**config.mk**
```make
export PLATFORM = sky130hd
export DESIGN_NAME = keybuf_n
export DESIGN_NICKNAME = d
export VERILOG_FILES = /design/src/rtl/keybuf_pkg.sv /design/src/rtl/keybuf_n_key_edge.sv /design/src/rtl/keybuf_n.sv
export SDC_FILE = /design/constraint.sdc
export NUM_CORES = 1
export LEC_CHECK = 0
export ABC_CLOCK_PERIOD_IN_PS = 2000
export BUFFER_PORTS_ARGS = -buffer_cell sky130_fd_sc_hd__clkbuf_2
export CORE_ASPECT_RATIO = 0.75
export CORE_UTILIZATION = 49
export DETAILED_ROUTE_END_ITERATION = 8
export PLACE_DENSITY = 0.79
export SETUP_SLACK_MARGIN = 0.05
export SLEW_MARGIN = 20
export SYNTH_ARGS = -nofsm -noshare
export SYNTH_HDL_FRONTEND = slang
export SYNTH_SLANG_ARGS = --single-unit
```
**constraint.sdc**
```tcl
create_clock -name clock -period 2 [get_ports clock]
set_input_delay 0.1 -clock clock [delete_from_list [all_inputs] [get_ports clock]]
set_output_delay 0.1 -clock clock [all_outputs]
set_load 0.02 [all_outputs]
```
**src/rtl/keybuf_pkg.sv**
```systemverilog
// Shared constants and helpers for the key-entry buffer.
package keybuf_pkg;

  localparam int KEY_W = 4;

  function automatic int cnt_w(input int digits);
    return $clog2(digits + 1);
  endfunction

endpackage

```
**src/rtl/keybuf_n_key_edge.sv**
```systemverilog
// Key press edge detector: one event per press of the key level.
module key_edge (
  input  logic clock,
  input  logic reset,
  input  logic key_in,
  output logic key_event
);

  logic key_in_d;

  // Resets high so a key held through reset is not taken as a press.
  always_ff @(posedge clock or negedge reset) begin
    if (!reset) key_in_d <= 1'b1;
    else        key_in_d <= key_in;
  end

  assign key_event = key_in & ~key_in_d;

endmodule

```
**src/rtl/keybuf_n.sv**
```systemverilog
// Parametrised key-entry buffer: shift-in digits, backspace,
// parallel load, digit counter and overflow policy.
module keybuf_n
  import keybuf_pkg::*;
#(
  parameter int DIGITS   = 8,
  parameter int DECIMAL  = 0,
  parameter int SATURATE = 0
) (
  input  logic                      clock,
  input  logic                      reset,
  input  logic                      key_in,
  input  logic [KEY_W-1:0]          key_val,
  input  logic                      clear,
  input  logic                      bksp,
  input  logic                      load,
  input  logic [DIGITS*KEY_W-1:0]   load_val,
  output logic [DIGITS*KEY_W-1:0]   out,
  output logic [cnt_w(DIGITS)-1:0]  count,
  output logic                      full,
  output logic                      ack
);

  localparam int OW = DIGITS * KEY_W;
  localparam int CW = cnt_w(DIGITS);
  localparam logic [CW-1:0] MAXC = CW'(DIGITS);

  logic          key_event;
  logic          allowed;
  logic          accept;
  logic [OW+KEY_W-1:0] ext;

  key_edge u_edge (
    .clock     (clock),
    .reset     (reset),
    .key_in    (key_in),
    .key_event (key_event)
  );

  // Widened so the shift also works for a single-digit buffer.
  assign ext     = {out, key_val};
  assign full    = (count == MAXC);
  assign allowed = (DECIMAL == 0) || (key_val <= 4'd9);
  assign accept  = key_event && allowed && !((SATURATE != 0) && full);

  always_ff @(posedge clock or negedge reset) begin
    if (!reset) begin
      out   <= '0;
      count <= '0;
      ack   <= 1'b0;
    end else begin
      ack <= 1'b0;
      if (clear) begin
        out   <= '0;
        count <= '0;
      end else if (load) begin
        out   <= load_val;
        count <= MAXC;
      end else if (bksp) begin
        if (count != '0) begin
          out   <= out >> KEY_W;
          count <= count - CW'(1);
        end
      end else if (accept) begin
        out <= ext[OW-1:0];
        ack <= 1'b1;
        if (!full) count <= count + CW'(1);
      end
    end
  end

endmodule

```
==> reports/results.txt <==
Status: completed
Simple-gate share of the synthesized area: 0.0838
Syn avg cell area: 10.5 um^2
Via count: 1,886
Mapped Nets: 250
Syn. warnings: 0
Residual DRC: 0
Die Y: 59.4 um
Chip width: 78.5 um
Fin crit share: 0.849
Buffer count from post-CTS setup fixing: 0
Largest net degree at the start of global routing: 66
Crit path kind: reg -> reg
Overall power: 1.80 mW
Number of synthesized register bits: 38
# diodes: 0
Share of layout cells above drive strength 1: 0.358
Clock sinks: 38
RSZ-0062 raised after global routing: no
Number of global-route vias before repair: 1,753
Pleak: 1.34 nW
Slowest cell on crit path: dfrtp_1
First drt pass iteration count: 4
Initial Util: 0.521
Worst setup margin: 302 ps
Placement Setup Slack: 325 ps
Synth Area in Compound Gates: 0.254
Hold Vio Cnt, Final: 0
Root Buffer: clkbuf_8
Crit path cell chain: ha_1, a21o_1, a21oi_1, nor3_1, a311oi_1
Post_cts resized: 0
Final setup fails: 0
Proportion of synthesized area in mux cells: 0.145
Die area: 4660 um^2
GP Congestion: 0.838
Routed len/inst: 15.2 um
CTS max path bufs: 2
Layout Area Growth over Synthesis: 25.3%
Row Count: 20
First-pass GRT wire length: 8450 um
Filler Cell Count: 359
Vias per std cell: 5.60
Seq/Total Area, Yosys: 0.443
Met2 Routed Length: 2200 um
Port-buffer cells: 79
Clk_lat worst skew: 280 ps
Met3 wire length: 297 um
Synth Area in XOR/XNOR: 0.00814
Post-synthesis adder-cell area fraction: 0.0209
Clock period minus worst slack: 1700 ps
Main combinational cell family by area after synthesis: compound AO/OA/AOI/OAI gates
Initial DRC Count: 145
Post-CTS Hold Buffers: 2
Rel. slew slack: 0.574
Crit path capture type: register
Max cap viols: 0
Slew @ Worst Pin: 639 ps
I/O pins: 80
Clk slew on worst S/H paths: 70 ps
Slowest Stage Delay on Critical Path: 550 ps
Cell Pwr Density: 669 nW/um^2
Synth Cell Area: 2150 um^2
Crit path DAT: 1880 ps
Wire length on met1: 2580 um
Overflow after GRT: 0
Highest routed layer: met4
Core Footprint: 4130 um^2
Number of antenna violations at the first check in global routing: 0
Clock buffer count from CTS: 5
Clock skew: 2.74 ps
Critical path data required time: 2180 ps
TritonCTS clock tree: built
Top delay family on crit path: compound AO/OA/AOI/OAI gates
Crit Path Max Fanout: 8
Aggregate global-route resource usage: 0.237
CP startpoint kind: register
Synth unique cells: 30
Routed Antenna Nets: 0
HPWL Detailed: 3560 um
Post-synthesis cell count: 205
Fmax: 589 MHz
Worst-case vdd ir drop: 0.000335 V
Hold Path Class: in -> reg
Final WL: 5130 um
Post-route setup TNS: 0 ps
# H-tree levels: 2
Final #Nets: 327
WP buf/inv: 0
Final Slew Violations: 0
R2R Setup Slk: 300 ps
## layout make-up
class | count | area [um^2] | share of cell area
multi-input cells | 149 | 1110 | 0.411
inverters | 1 | 3.75 | 0.00139
clock buffers | 7 | 76.3 | 0.0283
repair buffers | 87 | 485 | 0.180
flip-flops and latches | 38 | 952 | 0.353
well taps | 55 | 68.8 | 0.0255
## power by group
part | leakage, nW | internal (mW) | switching (mW) | total, mW
clock network | 0.0383 | 0.240 | 0.237 | 0.477
logic | 0.789 | 0.183 | 0.257 | 0.441
registers | 0.510 | 0.820 | 0.0652 | 0.885
## routing by layer
layer | GRT usage | up-vias
li1 | - | 914
met1 | 0.357 | 903
met2 | 0.337 | 63
met3 | 0.0585 | 6
met4 | 0.0635 | 0
met5 | 0 | -
## metrics by stage
| step | hold slack [ps] | std cells | cell area, um^2 | utilization |
|---|---|---|---|---|
| final | 21.5 | 337 | 2700 | 0.653 |
| after global routing | 9.25 | 337 | 2700 | 0.653 |
| after CTS | 13.5 | 337 | 2700 | 0.653 |
| after detailed placement | 175 | 328 | 2600 | 0.629 |
| after global placement | 177 | 328 | 2600 | 0.629 |
| after floorplan | -196 | 205 | 2160 | - |
## synthesized netlist by cell type (all sizes together)
library cell / number / area (um^2)
dfrtp: 37 / 926
a21o: 1 / 7.51
or2: 1 / 6.26
o21ai: 1 / 8.76
buf: 14 / 81.3
o41ai: 1 / 27.5
xnor2: 2 / 17.5
a22oi: 3 / 22.5
ha: 2 / 25.0
nor3: 1 / 5.00
a21oi: 30 / 150
mux2i: 29 / 290
a311oi: 1 / 8.76
nor4b: 1 / 8.76
fa: 1 / 20.0
or3b: 1 / 11.3
clkbuf: 3 / 11.3
inv: 1 / 3.75
dfstp: 1 / 26.3
nor3b: 1 / 7.51
o21bai: 1 / 18.8
a211oi: 1 / 7.51
mux2: 2 / 22.5
nor2: 34 / 135
o2bb2ai: 32 / 280
o31ai: 2 / 15.0
nand2: 1 / 6.26
## cell usage in the layout (no fill, tap or decap)
master         netlist  layout
nor2_4               1       1
ha_1                 2       2
nor2_1              33      33
a311oi_1             1       1
dfrtp_1             37      37
clkbuf_8             0       5
clkbuf_1             3       2
a22oi_1              3       3
clkbuf_2             0      79
xnor2_1              2       2
o2bb2ai_1           32      32
nor3_1               1       1
buf_12               0       2
a211oi_1             1       1
o21bai_4             1       1
dfstp_2              1       1
mux2_2               2       2
nor4b_2              0       1
nor3b_1              1       1
dlygate4sd3_1        0       2
o41ai_4              1       1
or2_2                1       1
or3b_4               1       1
a21o_1               1       1
inv_1                1       1
a21oi_1             30      30
fa_1                 1       1
nand2_2              1       1
mux2i_1             29      29
o21ai_2              1       1
buf_4                6       4
o31ai_1              2       2
## state kept, by name, summed over array words and instances, names as in the netlist
name / flops
u_edge.key_in_d: 1
out: 32
count: 4
ack: 1
## worst reg2reg max path, delay by kind of cell (launching register included)
kind | cells | cell delay, ps
compound gates | 3 | 650
simple gates | 1 | 100
flops | 1 | 550
fa+ha+maj | 1 | 300
## final timing paths
kind                                       from                        end  depth (start not counted)
max reg2reg                count[1]$_DFFE_PN0P_       count[3]$_DFFE_PN0P_                          5
min                                       clear       count[3]$_DFFE_PN0P_                          2
min reg2reg                 out[29]$_DFFE_PN0P_        out[29]$_DFFE_PN0P_                          1
max in group asynchronous                 reset  u_edge.key_in_d$_DFF_PN1_                          3
max                        count[1]$_DFFE_PN0P_       count[3]$_DFFE_PN0P_                          5
min in group asynchronous                 reset              ack$_DFF_PN0_                          3
## kinds of logic (layout without fill, tap and decap cells)
group | count (synthesis) | count (layout)
compound gates | 73 | 73
xor+xnor | 2 | 2
fa+ha+maj | 3 | 3
buf+inv | 18 | 95
flops | 38 | 38
mux | 31 | 31
simple gates | 40 | 40
Power figures use the tool's default switching activity.
